### src/rtl/ahb_line_refill_if.sv
// Cache-side miss/fill signals and AHB-Lite master signals of the I-cache line refill engine.
// The refill engine binds to `master`; the cache/memory side binds to `slave`.
interface ahb_line_refill_if;
  logic         req_valid;
  logic         req_ready;
  logic [31:0]  req_addr;
  logic         crit_valid;
  logic [31:0]  crit_data;
  logic         fill_valid;
  logic [127:0] fill_line;
  logic [31:0]  fill_addr;
  logic         fill_error;
  logic [31:0]  haddr;
  logic [1:0]   htrans;
  logic [2:0]   hburst;
  logic [2:0]   hsize;
  logic         hwrite;
  logic         hready;
  logic [31:0]  hrdata;
  logic         hresp;

  modport master (
    input  req_valid, req_addr, hready, hrdata, hresp,
    output req_ready, crit_valid, crit_data, fill_valid, fill_line, fill_addr, fill_error,
           haddr, htrans, hburst, hsize, hwrite
  );

  modport slave (
    output req_valid, req_addr, hready, hrdata, hresp,
    input  req_ready, crit_valid, crit_data, fill_valid, fill_line, fill_addr, fill_error,
           haddr, htrans, hburst, hsize, hwrite
  );
endinterface

### src/rtl/ahb_line_refill.sv
// I-cache line refill: fetches one 128-bit line as an AHB-Lite WRAP4 read burst,
// returns the first (critical) beat early, then the whole line or an error.
module ahb_line_refill #(
  parameter bit CRIT_FIRST = 1'b1
) (
  input logic               hclk,
  input logic               hrst,
  ahb_line_refill_if.master bus
);

  localparam int unsigned ADDR_W = 32;
  localparam int unsigned DATA_W = 32;
  localparam int unsigned BEATS  = 4;
  localparam int unsigned IDX_W  = 2;

  localparam logic [IDX_W-1:0] LAST_BEAT    = IDX_W'(BEATS - 1);
  localparam logic [1:0]       HTRANS_IDLE  = 2'b00;
  localparam logic [1:0]       HTRANS_NSEQ  = 2'b10;
  localparam logic [1:0]       HTRANS_SEQ   = 2'b11;
  localparam logic [2:0]       HBURST_WRAP4 = 3'b010;
  localparam logic [2:0]       HSIZE_WORD   = 3'b010;

  typedef enum logic [2:0] {
    ST_IDLE  = 3'd0,
    ST_ADDR0 = 3'd1,
    ST_BURST = 3'd2,
    ST_LASTD = 3'd3,
    ST_DONE  = 3'd4
  } state_e;

  state_e                           state_q, state_nxt;
  logic [IDX_W-1:0]                 ac_q, ac_nxt;
  logic [IDX_W-1:0]                 s_q, s_nxt;
  logic                             err_q, err_nxt;
  logic [ADDR_W-1:0]                base_q, base_nxt;

  logic                             cap_en;
  logic                             cap_crit;
  logic [IDX_W-1:0]                 cap_idx;

  logic [1:0]                       htrans_q, htrans_nxt;
  logic [ADDR_W-1:0]                haddr_q, haddr_nxt;
  logic                             req_ready_q, req_ready_nxt;
  logic                             crit_valid_q, crit_valid_nxt;
  logic                             fill_valid_q, fill_valid_nxt;
  logic                             fill_error_q, fill_error_nxt;
  logic [DATA_W-1:0]                crit_data_q;
  logic [BEATS-1:0][DATA_W-1:0]     line_q;

  // Byte-lane bits of the miss address never reach the bus; the line offset is taken separately.
  logic [3:0] unused_addr_bits;
  assign unused_addr_bits = bus.req_addr[3:0];

  // State register and burst bookkeeping.
  always_ff @(posedge hclk) begin
    if (hrst) begin
      state_q <= ST_IDLE;
      ac_q    <= '0;
      s_q     <= '0;
      err_q   <= 1'b0;
      base_q  <= '0;
    end else begin
      state_q <= state_nxt;
      ac_q    <= ac_nxt;
      s_q     <= s_nxt;
      err_q   <= err_nxt;
      base_q  <= base_nxt;
    end
  end

  // Next-state and beat-capture decode.
  always_comb begin
    state_nxt = state_q;
    ac_nxt    = ac_q;
    s_nxt     = s_q;
    err_nxt   = err_q;
    base_nxt  = base_q;
    cap_en    = 1'b0;
    cap_crit  = 1'b0;
    cap_idx   = s_q;

    case (state_q)
      ST_IDLE: begin
        if (bus.req_valid) begin
          base_nxt  = {bus.req_addr[ADDR_W-1:4], 4'b0000};
          s_nxt     = CRIT_FIRST ? bus.req_addr[3:2] : IDX_W'(0);
          ac_nxt    = '0;
          err_nxt   = 1'b0;
          state_nxt = ST_ADDR0;
        end
      end
      ST_ADDR0: begin
        if (bus.hready) begin
          ac_nxt    = IDX_W'(1);
          state_nxt = ST_BURST;
        end
      end
      ST_BURST: begin
        // First ERROR cycle drops the pending SEQ; a one-cycle ERROR ends the burst at once.
        if (bus.hresp) begin
          err_nxt   = 1'b1;
          state_nxt = bus.hready ? ST_DONE : ST_LASTD;
        end else if (bus.hready) begin
          cap_en   = 1'b1;
          cap_idx  = IDX_W'(s_q + ac_q - IDX_W'(1));
          cap_crit = (ac_q == IDX_W'(1));
          if (ac_q == LAST_BEAT) begin
            state_nxt = ST_LASTD;
          end else begin
            ac_nxt = IDX_W'(ac_q + IDX_W'(1));
          end
        end
      end
      ST_LASTD: begin
        if (bus.hready) begin
          state_nxt = ST_DONE;
          if (bus.hresp) begin
            err_nxt = 1'b1;
          end else if (!err_q) begin
            cap_en  = 1'b1;
            cap_idx = IDX_W'(s_q + LAST_BEAT);
          end
        end else if (bus.hresp) begin
          err_nxt = 1'b1;
        end
      end
      ST_DONE: begin
        state_nxt = ST_IDLE;
      end
      default: begin
        state_nxt = ST_IDLE;
      end
    endcase
  end

  // Output decode from the upcoming state, so every bus and handshake output leaves a flop.
  always_comb begin
    htrans_nxt     = HTRANS_IDLE;
    haddr_nxt      = haddr_q;
    req_ready_nxt  = (state_nxt == ST_IDLE);
    fill_valid_nxt = (state_nxt == ST_DONE);
    fill_error_nxt = (state_nxt == ST_DONE) && err_nxt;
    crit_valid_nxt = cap_en && cap_crit;

    case (state_nxt)
      ST_ADDR0: begin
        htrans_nxt = HTRANS_NSEQ;
        haddr_nxt  = {base_nxt[ADDR_W-1:4], s_nxt, 2'b00};
      end
      ST_BURST: begin
        htrans_nxt = HTRANS_SEQ;
        haddr_nxt  = {base_nxt[ADDR_W-1:4], IDX_W'(s_nxt + ac_nxt), 2'b00};
      end
      default: begin
        htrans_nxt = HTRANS_IDLE;
      end
    endcase
  end

  // Output and line-buffer registers.
  always_ff @(posedge hclk) begin
    if (hrst) begin
      htrans_q     <= HTRANS_IDLE;
      haddr_q      <= '0;
      req_ready_q  <= 1'b1;
      crit_valid_q <= 1'b0;
      fill_valid_q <= 1'b0;
      fill_error_q <= 1'b0;
      crit_data_q  <= '0;
      line_q       <= '0;
    end else begin
      htrans_q     <= htrans_nxt;
      haddr_q      <= haddr_nxt;
      req_ready_q  <= req_ready_nxt;
      crit_valid_q <= crit_valid_nxt;
      fill_valid_q <= fill_valid_nxt;
      fill_error_q <= fill_error_nxt;
      if (cap_en) begin
        line_q[cap_idx] <= bus.hrdata;
      end
      if (cap_en && cap_crit) begin
        crit_data_q <= bus.hrdata;
      end
    end
  end

  assign bus.req_ready  = req_ready_q;
  assign bus.crit_valid = crit_valid_q;
  assign bus.crit_data  = crit_data_q;
  assign bus.fill_valid = fill_valid_q;
  assign bus.fill_error = fill_error_q;
  assign bus.fill_line  = line_q;
  assign bus.fill_addr  = base_q;
  assign bus.haddr      = haddr_q;
  assign bus.htrans     = htrans_q;
  assign bus.hburst     = HBURST_WRAP4;
  assign bus.hsize      = HSIZE_WORD;
  assign bus.hwrite     = 1'b0;

endmodule

### src/flat_wrapper.sv
// flat-port wrapper written by rule: the top's interface ports become plain ports
module ahb_line_refill_flat 
#(
  parameter bit CRIT_FIRST = 1'b1
)
  (hclk, hrst, bus_req_valid, bus_req_addr, bus_hready, bus_hrdata, bus_hresp, bus_req_ready, bus_crit_valid, bus_crit_data, bus_fill_valid, bus_fill_line, bus_fill_addr, bus_fill_error, bus_haddr, bus_htrans, bus_hburst, bus_hsize, bus_hwrite);
  ahb_line_refill_if bus_i ();
  input logic hclk;
  input logic hrst;
  input wire logic [$bits(bus_i.req_valid)-1:0] bus_req_valid;
  input wire logic [$bits(bus_i.req_addr)-1:0] bus_req_addr;
  input wire logic [$bits(bus_i.hready)-1:0] bus_hready;
  input wire logic [$bits(bus_i.hrdata)-1:0] bus_hrdata;
  input wire logic [$bits(bus_i.hresp)-1:0] bus_hresp;
  output wire logic [$bits(bus_i.req_ready)-1:0] bus_req_ready;
  output wire logic [$bits(bus_i.crit_valid)-1:0] bus_crit_valid;
  output wire logic [$bits(bus_i.crit_data)-1:0] bus_crit_data;
  output wire logic [$bits(bus_i.fill_valid)-1:0] bus_fill_valid;
  output wire logic [$bits(bus_i.fill_line)-1:0] bus_fill_line;
  output wire logic [$bits(bus_i.fill_addr)-1:0] bus_fill_addr;
  output wire logic [$bits(bus_i.fill_error)-1:0] bus_fill_error;
  output wire logic [$bits(bus_i.haddr)-1:0] bus_haddr;
  output wire logic [$bits(bus_i.htrans)-1:0] bus_htrans;
  output wire logic [$bits(bus_i.hburst)-1:0] bus_hburst;
  output wire logic [$bits(bus_i.hsize)-1:0] bus_hsize;
  output wire logic [$bits(bus_i.hwrite)-1:0] bus_hwrite;
  assign bus_i.req_valid = bus_req_valid;
  assign bus_i.req_addr = bus_req_addr;
  assign bus_i.hready = bus_hready;
  assign bus_i.hrdata = bus_hrdata;
  assign bus_i.hresp = bus_hresp;
  assign bus_req_ready = bus_i.req_ready;
  assign bus_crit_valid = bus_i.crit_valid;
  assign bus_crit_data = bus_i.crit_data;
  assign bus_fill_valid = bus_i.fill_valid;
  assign bus_fill_line = bus_i.fill_line;
  assign bus_fill_addr = bus_i.fill_addr;
  assign bus_fill_error = bus_i.fill_error;
  assign bus_haddr = bus_i.haddr;
  assign bus_htrans = bus_i.htrans;
  assign bus_hburst = bus_i.hburst;
  assign bus_hsize = bus_i.hsize;
  assign bus_hwrite = bus_i.hwrite;
  ahb_line_refill #(.CRIT_FIRST(CRIT_FIRST)) u_core (.hclk(hclk), .hrst(hrst), .bus(bus_i));
endmodule
### config.mk
export PLATFORM = sky130hd
export DESIGN_NAME = ahb_line_refill_flat
export DESIGN_NICKNAME = d
export VERILOG_FILES = /design/src/rtl/ahb_line_refill_if.sv /design/src/rtl/ahb_line_refill.sv /design/src/flat_wrapper.sv
export SDC_FILE = /design/constraint.sdc
export NUM_CORES = 1
export LEC_CHECK = 0
export BUFFER_PORTS_ARGS = -buffer_cell sky130_fd_sc_hd__buf_2
export CAP_MARGIN = 15
export CORE_MARGIN = 5
export CORE_UTILIZATION = 51
export CTS_BUF_LIST = sky130_fd_sc_hd__clkbuf_8
export DETAILED_ROUTE_END_ITERATION = 7
export PLACE_DENSITY_LB_ADDON = 0.1
export SLEW_MARGIN = 15
export SYNTH_ARGS = -nofsm -noshare
export SYNTH_HDL_FRONTEND = slang
export SYNTH_SLANG_ARGS = --single-unit
### constraint.sdc
create_clock -name hclk -period 2.7 [get_ports hclk]
set_clock_uncertainty 0.05 [all_clocks]
set_input_delay 0.54 -clock hclk [delete_from_list [all_inputs] [get_ports hclk]]
set_output_delay 0.54 -clock hclk [all_outputs]
set_load 0.02 [all_outputs]
=== After elaboration in Yosys (flattened, before gate mapping) ===
Cells that the tools add are included.

* Bits in registers: 234

* Add/sub/neg operators: 5
* Magnitude comparators: 2
* Equal/unequal tests: 8
* Muxes and demuxes: 41
* Reduce and logical (&&, ||, !) cells: 7

{| class="wikitable"
|+ Operators with widths
! kind !! number
|-
| bitwise mux 128 bit || 1
|-
| two-way mux 32 bit || 3
|-
| demux 32 bit (select 2 bit) || 1
|-
| case mux 32 bit (2 select lines) || 1
|-
| two-way mux 2 bit || 12
|-
| two-way mux 3 bit || 7
|-
| case mux 3 bit (4 select lines) || 1
|-
| two-way mux 1 bit || 10
|-
| == test 3 x 2 -> 1 bit, second input constant || 3
|-
| case mux 2 bit (2 select lines) || 2
|-
| == test 3 x 1 -> 1 bit, second input constant || 2
|-
| logical NOT 3 bit || 2
|-
| case mux 2 bit (3 select lines) || 1
|-
| adder 2 bit || 2
|-
| case mux 1 bit (2 select lines) || 2
|-
| == test 3 bit, second input constant || 1
|-
| logical AND 1 bit || 3
|-
| less-than comparator 2 x 3 -> 1 bit, second input constant || 1
|-
| adder 2 x 1 -> 2 bit, second input constant || 1
|-
| adder 2 bit, second input constant || 1
|-
| == test 2 x 1 -> 1 bit, second input constant || 1
|-
| == test 2 bit, second input constant || 1
|-
| >= comparator 2 x 1 -> 1 bit, second input constant || 1
|-
| nonzero test 2 bit || 1
|-
| 2 further kinds || 2
|}

=== Longest topological paths before layout ===
Gate-level depths: netlist of the first run.

* Depth after elaboration: 10
* Gate-level depth with buffers: 10

=== Worst setup path after synthesis of the first run ===
Ideal clock, no wire load.

* Path type: input -> register
* Start point: in bus_req_valid
* End point: reg u_core.haddr_q[3], in the netlist u_core.bus.haddr[3]
* Setup time: 122 ps
* Data arrival time: 2167 ps
* Data required time: 2528 ps
* Setup slack: 361 ps
* Stages on the path: 9
* Buffers on the path: 1
* Cells stage by stage: nor4b_4 > buf_2 > nor2_1 > a21oi_1 > inv_1 > ha_1 > xnor2_1 > xnor2_1 > a221o_1

* Word-level cells in the longest chain between the ends: 4
* Elaborated cells on any way between the ends: 11

{| class="wikitable"
|+ RTL lines
! element !! line !! text
|-
| start, declared || flat_wrapper.sv:10 || <nowiki>input wire logic [$bits(bus_i.req_valid)-1:0] bus_req_valid;</nowiki>
|-
| two-way mux 2 bit || ahb_line_refill.sv:84 || <nowiki>if (bus.req_valid) begin</nowiki>
|-
| two-way mux 2 bit || ahb_line_refill.sv:82 || <nowiki>case (state_q)</nowiki>
|-
| via u_core.s_nxt[0] || ahb_line_refill.sv:33 || <nowiki>logic [IDX_W-1:0] s_q, s_nxt;</nowiki>
|-
| adder 2 bit || ahb_line_refill.sv:152 || <nowiki>haddr_nxt = {base_nxt[ADDR_W-1:4], IDX_W'(s_nxt + ac_nxt), 2'b00};</nowiki>
|-
| case mux 32 bit (2 select lines) || ahb_line_refill.sv:145 || <nowiki>case (state_nxt)</nowiki>
|-
| end signal, assigned || ahb_line_refill.sv:173 || <nowiki>haddr_q <= haddr_nxt;</nowiki>
|-
| end, declared || ahb_line_refill.sv:42 || <nowiki>logic [ADDR_W-1:0] haddr_q, haddr_nxt;</nowiki>
|}

The timed path passes the listed nets, and every way through them passes these cells. The select of a mux whose other input is x is not followed.
A chain may end at the register's enable or synchronous reset.

=== Worst setup path after layout of the first run ===
* Start point: reg u_core.state_q[0]
* End point: reg u_core.haddr_q[3], in the netlist u_core.bus.haddr[3]

* Elaborated cells on any way between the ends: 18

{| class="wikitable"
|+ RTL lines
! element !! line !! text
|-
| start, declared || ahb_line_refill.sv:31 || <nowiki>state_e state_q, state_nxt;</nowiki>
|-
| start signal, assigned || ahb_line_refill.sv:63 || <nowiki>state_q <= state_nxt;</nowiki>
|-
| == test 3 x 2 -> 1 bit, or another cell as far along || ahb_line_refill.sv:82 ||
|-
| case mux 2 bit (3 select lines) (*) || ahb_line_refill.sv:82 ||
|-
| via u_core.ac_nxt[0] || ahb_line_refill.sv:32 || <nowiki>logic [IDX_W-1:0] ac_q, ac_nxt;</nowiki>
|-
| adder 2 bit (*) || ahb_line_refill.sv:152 ||
|-
| case mux 32 bit (2 select lines) (*) || ahb_line_refill.sv:145 ||
|}

The timed path passes the listed nets; every way through them passes the cells marked *. The select of a mux whose other input is x is not followed.

==> results of run 1 <==
## cell usage in the layout, fill, tap and decap left out, types with 2 or more instances in the layout
master      n
nor2_1    166
clkbuf_8   48
inv_1      20
a22oi_2     2
nand2b_1    3
buf_2     289
buf_4      18
nand3_1     3
a211oi_1   29
xnor2_1     4
nand2_1    68
o22ai_4     2
buf_12      4
o32ai_1     2
a31oi_1     2
a21oi_1    64
dfxtp_1   232
or2_2       2
conb_1     13
clkinv_2    3
nor3_1      5
and2_1      3
nor4_1      2
ha_1        2
mux2i_1   158
## cell type report
type | count | area (um^2)
fillers | 1429 | 5610
flip-flops and latches | 232 | 4640
multi-input cells | 550 | 3500
repair buffers | 312 | 1670
clock buffers | 48 | 661
well taps | 220 | 275
clock inverters | 18 | 75.1
inverters | 6 | 22.5
diodes | 1 | 2.50
## worst paths after layout
path,startpoint,end,slack (ps),cells past startpoint
worst max-delay path,u_core.state_q[0]$_SDFF_PP0_,u_core.bus.haddr[3]$_SDFFE_PP0P_,370,8
worst min-delay path,bus_req_addr[29],u_core.bus.fill_addr[29]$_SDFF_PP0_,240,3
worst max register to register,u_core.state_q[0]$_SDFF_PP0_,u_core.bus.haddr[3]$_SDFFE_PP0P_,370,8
worst min register to register,u_core.bus.crit_data[6]$_SDFFE_PP0P_,u_core.bus.crit_data[6]$_SDFFE_PP0P_,400,2
## registers in the layout (all words and copies together), names as in the netlist, 2 cells and up
signal,cells
u_core.bus.crit_data,32
u_core.bus.fill_addr,28
u_core.bus.haddr,30
u_core.s_q,2
u_core.bus.htrans,2
u_core.ac_q,2
u_core.state_q,3
u_core.bus.fill_line,128
## worst max-delay path: stages, from the launching register on
cell	delay (ps)
dfxtp_1	420
nor4b_4	460
inv_1	100
a22oi_1	210
o32ai_1	120
ha_1	210
xnor2_1	190
xnor2_1	90
a221o_1	360
## metrics by stage
step / instances / hold slack (ps) / area, um^2
after global routing: 1387 / 219 / 10900
final: 1387 / 242 / 10900
after floorplan: 861 / 402 / 8560
after detailed placement: 1320 / 394 / 10100
after global placement: 1320 / 389 / 10100
after CTS: 1386 / 214 / 10800
## routing by layer
layer	up-vias	global-route usage [%]	routed length [um]
met4	0	6.64	427
met1	3156	27.4	9530
met2	231	34.1	10000
met5	-	0	0
met3	32	7.96	1870
li1	3438	-	-
## power by group
part | leakage, nW | internal (mW) | switching [mW]
Clock | 0.432 | 1.59 | 1.30
Combinational | 3.07 | 0.308 | 0.561
Sequential | 1.88 | 3.55 | 0.0672
Total | 5.39 | 5.45 | 1.93
## cells by family after synthesis
| group | after synthesis |
|---|---|
| simple gates | 264 |
| flops | 232 |
| mux | 158 |
| compound gates | 108 |
| buf+inv | 79 |
| xor+xnor | 5 |
| fa+ha+maj | 2 |
| other cells | 2 |
==> results list, run 1 <==
- Clock tree synthesis selected as its root buffer the cell clkbuf_8.
- The die is roughly 140 um tall.
* Clock buffer depth: 3
- Proportion of layout cells with a drive suffix above 1: between 30% and 40%
- In this run, synthesis produced a sequential element count of between 200 and 250.
- Part of the Yosys area used for sequential elements: between 50 and 60%
* Final Core Density: between 60% and 70%
- Critical path arrival: 2660 ps
- The synthesized netlist devotes between 7 and 8% of its cell area to compound gates.
- Initial DRC count: roughly 310
- Among all flip-flop cells after synthesis, the most frequent one is dfxtp_1.
- Yosys instantiated no cell more often than dfxtp_1.
- By area the synthesized netlist is led by dfxtp_1 (55%), mux2i_1 (19%), nor2_1 (7.3%).
* Largest area contributor in the synthesized netlist: dfxtp_1
* Power per standard cell area: roughly 680 mW/mm^2
- Timing would allow up to ~430 MHz.
* Area added between synthesis and finish: 27.4%
- The via count of the first global-routing pass came to 6561.
- IO Count: a little over 300
* Yosys warning count: 0
* Setup crit start kind: register
* Full die area: roughly 0.019 mm^2
* Share of the synthesized area in the top cell type: between 50% and 60%
* Type of the worst setup path: register to register
* Overall via count from detail_route: just under 7000
- Post-detailed-routing wire length: 21900 um
- Maximum number of pins on one net before global-route repair: around 100
* Post-synth ARST share: 0%
* Clock tree from TritonCTS: built
- The final-report hold violation count is 0.
- Global-route wire length before repair: around 35000 um
* Final Max Tran Viols: 0
* Class of the tightest hold or removal check: input pin to register
- Post-CTS resize count: 0
* Critical path data required time: just over 3000 ps
- Sink Count: approximately 230
- The die is roughly 140 um wide.
* DR WL/cell: 15.8 um
* Min Clock Period, post-route: about 2300 ps
- Before CTS, the worst setup slack after placement is 255 ps.
* Worst slew margin relative to its limit: between 60% and 70%
- Cts bufs inserted: 38
- Post-synthesis area per instance: roughly 10 um^2
- Cell Area, Synth: 0.00852 mm^2
- Std-Cell Core Area: approximately 0.016 mm^2
- Of the total synthesized cell area, the portion taken by AND, OR, NAND and NOR gates is about an eighth.
* Maximum fanout along the worst path: 9
- The count of nets left with antenna violations once routing finished came out at 0.
- Of the total synthesized cell area, the portion taken by XOR and XNOR cells is less than 1%.
- Post-route worst setup slack: 373 ps
- Setup repair after global routing missed its margin: no
- Post-layout nets: between 1000 and 1500
- Count of unresolved DRC violations after routing: 0
- Total negative slack: 0 ps
* Total power: around 7.4 mW
* Count of input and output buffers: 290
- Cell leakage power: 5.39 nW
- After synthesis, the largest family of logic cells by area is multiplexers.
- The worst path uses roughly 86% of the clock period.
* Total congestion overflow: 0
* Clock latency on the worst-skew pair: just over 500 ps
* EDFF count, synth: 0
* # setup viols final: 0
* Final RePlAce weighted congestion: 0.799
- MaxCap Viol Count: 0
* Peak supply drop: a little under 0.4 mV
- The initial utilization of the core area, before any placement, comes to between 50% and 60%.
- Worst-path clk slew: about 60 ps
- The flow ran to the end, and the final reports show no timing, DRC or antenna violations.
* Post-Syn Instances: 850
- The first detailed-routing pass took 4 iterations.
- Share of cell area taken by muxes after synthesis: ~19%
- Global routing consumed, over all layers together, between 20% and 30% of the routing resources.
- HPWL after detailed placement: around 15000 um
- Buffers added to address setup during post-CTS repair amount to 0.
- Type of destination of the critical path: register
- The H-tree was split into 2 levels.
- Synth unique cells: between 40 and 50
- The synthesized netlist devotes less than 1% of its cell area to adder and majority cells.
- The floorplan has 47 rows.
- Dividing the detail-routed via count by the number of cells gives 4.94.
- The number of antenna violations at the first check in global routing is 1.
- Number of buffers inserted for hold repair after clock tree synthesis: 0
- Transition time at the pin with the least slew margin: 559 ps
- Most common library cells after synthesis: dfxtp_1 (232), nor2_1 (166), mux2i_1 (158), nand2_1 (68), a21oi_1 (64)
Note: power is estimated with default switching activity, not from simulation.
==> run 2, diff against run 1 <==
- CELL_PAD_IN_SITES_DETAIL_PLACEMENT: not set -> 0
- CELL_PAD_IN_SITES_GLOBAL_PLACEMENT: not set -> 2
- CORE_UTILIZATION: 51 -> 30
==> results list, run 2 (synthesis gave the netlist of run 1 again) <==
- The final-report hold violation count is 0 (unchanged).
- Cell leakage power: 5.44 nW (was 5.39 nW)
- Transition time at the pin with the least slew margin: 547 ps (was 559 ps)
* Post-CTS resize count: 0 (unchanged)
- Setup repair after global routing missed its margin: no (unchanged)
- Launching instance or port of the critical path: u_core.state_q[0]$_SDFF_PP0_ (unchanged)
- The site row count came to 61 (was 47).
- Peak supply drop: 0.298 mV (was 0.386 mV)
- The global-route usage over all layers was 15.8% (was 21.5%).
- The critical path start-end classification is register to register (unchanged).
- The kind of capture point of the worst setup path was a register (unchanged).
- The worst slew margin relative to its limit is 63.2% (was 62.4%).
- Commonest non-fill, non-tap cells in the layout: buf_2 (289), dfxtp_1 (232), nor2_1 (166) (unchanged)
* Clock buffer depth: 3 (unchanged)
- Post-route clock period utilization: 86.0% (was 86.2%)
- Clock latency on the worst-skew pair: 520 ps (was 510 ps)
- The highest attainable clock frequency was 431 MHz (was 430 MHz).
* Area after DPL: 0.0103 mm^2 (was 0.0101 mm^2)
* Min Clock Period, post-route: 2320 ps (was 2330 ps)
* Iteration count of the initial detailed-routing pass: 5 (was 4)
- MaxCap Viol Count: 0 (unchanged)
- The area of the die came to 0.0319 mm^2 (was 0.0194 mm^2).
* DR WL/cell: 17.0 um (was 15.8 um)
* Class of the tightest hold or removal check: input pin to register (unchanged)
- The final non-filler cell area was 0.0111 mm^2 (was 0.0109 mm^2).
- The area of the core came to 0.0279 mm^2 (was 0.0165 mm^2).
* Area added between synthesis and finish: 30.9% (was 27.4%)
- The share of layout cells above drive strength 1 is 31.9% (was 32.0%).
- Setup crit start kind: register (unchanged)
- Critical path arrival: 2680 ps (was 2660 ps)
- Post-layout nets: 1212 (was 1211)
- Post-detailed-routing wire length: 26300 um (was 21900 um)
- Number of vias per cell after detailed routing: 4.48 (was 4.94)
* CTS Root Cell: clkbuf_8 (unchanged)
* Effective utilization at floorplan: 30.5% (was 51.7%)
* Most common cell on crit path: xnor2_1 (unchanged)
- Post CTS Setup Buffer Count: 0 (unchanged)
- The pre-CTS setup slack was 267 ps (was 255 ps).
* Vias in the first global route: 6803 (was 6561)
* Horizontal die dimension: 178 um (was 139 um)
- Global-route wire length before repair: 39800 um (was 34900 um)
- The hold buffer count at cts is 0 (unchanged).
* Overall via count from detail_route: 6916 (was 6857)
* Count of antenna-violating nets left after detailed routing: 0 (unchanged)
- The post-detailed-route DRC marker count was 0 (unchanged).
* Minimum hold slack: 230 ps (was 242 ps)
- The depth of the CTS H-tree was 2 (unchanged).
- Start point of the worst hold path: bus_req_addr[27] (was bus_req_addr[29])
* Power per standard cell area: 690 mW/mm^2 (was 680 mW/mm^2)
- Library cell contributing the largest single delay on the critical path: dfxtp_1 (was nor4b_4)
- # setup viols final: 0 (unchanged)
- The total global routing overflow is 0 (unchanged).
- Final Core Density: 39.9% (was 65.9%)
- The reg-to-reg critical path startpoint was u_core.state_q[0]$_SDFF_PP0_ (unchanged).
* Antenna diode count: 0 (was 1)
* Initial DRC count: 294 (was 306)
* IO Count: 306 (unchanged)
* Post-route worst setup slack: 378 ps (was 373 ps)
* Clock tree from TritonCTS: built (unchanged)
- Run status: finished clean (unchanged)
* Max stage delay on crit path: 420 ps (was 460 ps)
- Most frequent standard cell in the layout excluding fill and tap cells: buf_2 (unchanged)
- The sum of negative setup slack came to 0 ps (unchanged).
* Flip-flop count of the largest register after layout: 128 (unchanged)
- The number of antenna violations at the first check in global routing came to 1 (unchanged).
- Critical path data required time: 3060 ps (was 3030 ps)
- The final-report max-slew violation count is 0 (unchanged).
- The final weighted congestion of routability-driven global placement came to 0.721 (was 0.799).
- The largest fanout on the critical path came to 9 (unchanged).
- Sink Count: 232 (unchanged)
- The largest net degree at the start of global routing came to 108 (was 101).
- The total CTS buffers was 43 (was 38).
- Height of the die: 178 um (was 139 um)
* HPWL after detailed placement: 17700 um (was 15100 um)
- List of cells traversed by the critical path: nor4b_4 -> buf_4 -> nor2_1 -> a21oi_1 -> inv_1 -> ha_1 -> xnor2_1 -> xnor2_1 -> a221o_1 (was nor4b_4 -> inv_1 -> a22oi_1 -> o32ai_1 -> ha_1 -> xnor2_1 -> xnor2_1 -> a221o_1)
- Count of input and output buffers: 290 (unchanged)
- The clock-pin slew on the worst setup and hold paths is 60 ps (about the same).
==> run 2: cell types whose count changed in the layout (fill, tap and decap cells not counted), moves of 2 or more <==
| cell | before | now |
|---|---|---|
| clkinv_2 | 3 | 0 |
| clkbuf_8 | 48 | 54 |
| inv_1 | 20 | 22 |
| buf_12 | 4 | 9 |
| buf_4 | 18 | 9 |
==> run 2: path summary, 6_finish.rpt <==
path                                                end  slack, ps  cells past startpoint
hold / removal      u_core.bus.fill_addr[27]$_SDFF_PP0_        230                      3
hold reg to reg   u_core.bus.crit_data[28]$_SDFFE_PP0P_        400                      2
setup reg to reg       u_core.bus.haddr[3]$_SDFFE_PP0P_        380                      9
setup / recovery       u_core.bus.haddr[3]$_SDFFE_PP0P_        380                      9
==> run 2: area by class of cell <==
class	count	area (um^2)
fillers	2916	16800
flip-flops and latches	232	4640
multi-input cells	550	3500
repair buffers	308	1710
clock buffers	54	743
well taps	378	473
clock inverters	16	60.1
inverters	6	22.5
==> run 2: metrics by stage <==
stage          std cells  total power [mW]
2_1_floorplan        861              4.27
3_3_place_gp        1474              4.62
3_5_place_dp        1474              4.62
4_1_cts             1544              7.86
5_1_grt             1544              8.11
6_report            1544              7.70
==> run 2: metal layers <==
layer / GRT usage, % / up-vias / wire length (um)
met5: 0 / - / 13
met4: 4.22 / 2 / 445
met3: 6.21 / 39 / 2450
met2: 24.8 / 251 / 11800
met1: 20.5 / 3177 / 11500
li1: - / 3447 / -
==> run 2: critical path: cells and delay by family, from the launching register on <==
kind / cells / cell delay [ps]
AO/OA/AOI/OAI: 2 / 530
XOR/XNOR: 2 / 290
adder cells (fa/ha/maj): 1 / 200
buffers and inverters: 2 / 260
flip-flops: 1 / 420
AND/OR/NAND/NOR: 2 / 450
==> run 2: power by group <==
part	internal, mW	switching [mW]	leakage, nW	total (mW)
logic	0.319	0.586	3.08	0.905
clock network	1.77	1.40	0.473	3.17
registers	3.56	0.0676	1.88	3.62
==> run 3, diff against run 2 <==
- CORE_ASPECT_RATIO: not set -> 1.25
- CORE_UTILIZATION: 30 -> 33
- clock period: 2.7 -> 3 ns (I/O delays scaled with it)
==> results list, run 3 (synthesis gave the netlist of run 1 again) <==
- Run status: finished clean (unchanged).
- The critical path start-end classification was register to register (unchanged).
- Min Clock Period, post-route: 2400 ps (was 2320 ps)
* Peak supply drop: 0.310 mV (was 0.298 mV)
- Global-route wire length before repair: 40300 um (was 39800 um)
- Setup repair after global routing missed its margin: no (unchanged)
- DR WL/cell: 17.3 um (was 17.0 um)
* Area after DPL: 0.0102 mm^2 (was 0.0103 mm^2)
* Std-Cell Core Area: 0.0254 mm^2 (was 0.0279 mm^2)
* Row count: 65 (was 61)
- Transition time at the pin with the least slew margin: 568 ps (was 547 ps)
- Sink Count: 232 (unchanged)
- The overall die height was 190 um (was 178 um).
- Class of the tightest hold or removal check: input pin to register (unchanged)
* Non-Filler Cell Area, Final: 0.0110 mm^2 (was 0.0111 mm^2)
- The required time of the worst setup path came to 3340 ps (was 3060 ps).
- Clock tree from TritonCTS: built (unchanged)
- The capture point of the worst reg-to-reg path was u_core.bus.fill_line[56]$_SDFFE_PP0P_ (was u_core.bus.haddr[3]$_SDFFE_PP0P_).
- The element type at the critical path start is a register (unchanged).
- Instance count along the most critical hold path: 3 (unchanged)
- The HPWL reported at the end of detailed placement came to 17900 um (was 17700 um).
* Number of vias per cell after detailed routing: 4.61 (was 4.48)
- Critical path arrival: 2740 ps (was 2680 ps)
- The worst slew margin relative to its limit was 61.8% (was 63.2%).
* Max Clock Freq: 416 MHz (was 431 MHz)
* CTS Root Cell: clkbuf_8 (unchanged)
- Effective utilization at floorplan: 33.6% (was 30.5%)
- The floorplan die width is 154 um (was 178 um).
- The reg-to-reg critical path startpoint is u_core.ac_q[0]$_SDFF_PP0_ (was u_core.state_q[0]$_SDFF_PP0_).
* Power per standard cell area: 613 mW/mm^2 (was 690 mW/mm^2)
* Count of antenna-violating nets left after detailed routing: 0 (unchanged)
* Commonest non-fill, non-tap cells in the layout: buf_2 (289), dfxtp_1 (232), nor2_1 (166) (unchanged)
- The worst-case clock buffer depth came to 3 (unchanged).
* Count of unresolved DRC violations after routing: 0 (unchanged)
* Maximum fanout along the worst path: 27 (was 9)
* Area added between synthesis and finish: 28.6% (was 30.9%)
- Endpoint with the worst hold slack: u_core.bus.fill_addr[14]$_SDFF_PP0_ (was u_core.bus.fill_addr[27]$_SDFF_PP0_)
- Iteration count of the initial detailed-routing pass: 4 (was 5)
- The largest net degree at the start of global routing was 81 (was 108).
- The total global routing overflow is 0 (unchanged).
- The number of antenna violations at the first check in global routing came to 2 (was 1).
- The final-report hold violation count came to 0 (unchanged).
- The final setup violation count came to 0 (unchanged).
* Most frequent standard cell in the layout excluding fill and tap cells: buf_2 (unchanged)
- The final cycle utilization of the critical path is 80.2% (was 86.0%).
- The total CTS buffers came to 39 (was 43).
- Post-detailed-routing wire length: 25800 um (was 26300 um)
- The startpoint of the lowest-slack hold path is bus_req_addr[14] (was bus_req_addr[27]).
- Post-layout nets: 1207 (was 1212)
- The iteration-0 DRC count of the detailed router was 201 (was 294).
- The number of placed I/O pins was 306 (unchanged).
* GR Util met3: 5.46% (was 6.21%)
* Final Max Tran Viols: 0 (unchanged)
- The met2 usage was 30.2% (was 24.8%).
- The final weighted congestion of routability-driven global placement is 0.750 (was 0.721).
- The flip-flop count of the largest register after layout came to 128 (unchanged).
- Cell leakage power: 5.35 nW (was 5.44 nW)
- Met1 Usage GRT: 19.7% (was 20.5%)
* Total routing resource utilization after global routing: 17.1% (was 15.8%)
- Launching instance or port of the critical path: u_core.ac_q[0]$_SDFF_PP0_ (was u_core.state_q[0]$_SDFF_PP0_)
- Worst-path clk slew: 60 ps (about the same)
* Overall via count from detail_route: 6872 (was 6916)
- Clock latency on the worst-skew pair: 520 ps (about the same)
- Minimum hold slack: 296 ps (was 230 ps)
- The depth of the most critical reg-to-reg path came to 8 (was 9).
- Count of input and output buffers: 290 (unchanged)
* Proportion of layout cells with a drive suffix above 1: 31.6% (was 31.9%)
- The minimum setup slack among reg-to-reg paths is 600 ps (was 380 ps).
- H-tree lvl count: 2 (unchanged)
- The layer carrying the most global-route usage was met2 (unchanged).
- Full die area: 0.0291 mm^2 (was 0.0319 mm^2)
- The kind of capture point of the worst setup path was a register (unchanged).
* Post-CTS resize count: 0 (unchanged)
- Post CTS Setup Buffer Count: 0 (unchanged)
- Number of buffers inserted for hold repair after clock tree synthesis: 0 (unchanged)
- Total negative slack: 0 ps (unchanged)
* Vias in the first global route: 6995 (was 6803)
- The max-capacitance violation count is 0 (unchanged).
## run 3: changes by cell type in the layout (fill, tap and decap cells not counted), sizes merged
cell | previous run | this run
clkinvlp | 0 | 1
clkbuf | 54 | 47
diode | 0 | 2
inv | 22 | 17
bufinv | 0 | 1
buf | 308 | 307
## run 3: power breakdown
| group | leakage [nW] | total (mW) | switching (mW) | internal, mW |
|---|---|---|---|---|
| clock network | 0.411 | 2.67 | 1.19 | 1.48 |
| registers | 1.88 | 3.26 | 0.0610 | 3.20 |
| logic | 3.06 | 0.789 | 0.516 | 0.273 |
## run 3: area by class of cell
cell class	count	area (um^2)
flip-flops and latches	232	4640
inverters	6	22.5
multi-input cells	550	3500
clock inverters	13	78.8
diodes	2	5.00
clock buffers	47	647
fillers	2638	14400
well taps	335	419
repair buffers	307	1640
## run 3: routing by layer
metal	vias up	wire length, um
met1	3178	10300
met3	43	1870
li1	3429	-
met2	220	12900
met4	2	635
met5	-	7
## run 3: worst max-delay path by stage
stage,endpoint,slack [ps]
final,u_core.bus.fill_line[56]$_SDFFE_PP0P_,600
after global routing,u_core.bus.fill_line[59]$_SDFFE_PP0P_,300
after CTS,u_core.bus.fill_line[40]$_SDFFE_PP0P_,530
after detailed placement,u_core.bus.fill_line[10]$_SDFFE_PP0P_,470
after global placement,u_core.bus.fill_line[0]$_SDFFE_PP0P_,480
after floorplan,u_core.bus.haddr[3]$_SDFFE_PP0P_,600
## run 3: per-stage QoR
step                      util [%]  total power [mW]  setup slack [ps]  instances
after floorplan                  -              3.84               601        861
after global routing          43.1              7.08               303       1491
final                         43.2              6.72               595       1492
after global placement        40.3              4.13               478       1430
after CTS                     43.1              6.87               527       1490
after detailed placement      40.3              4.13               467       1430
## run 3: critical path, stage by stage, from the launching register on
cell and delay, ps:
dfxtp_1 320, inv_1 130, ha_1 180, xor2_1 320
xnor2_1 190, a22oi_2 470, buf_12 320, mux2i_1 210
nor2_1 50
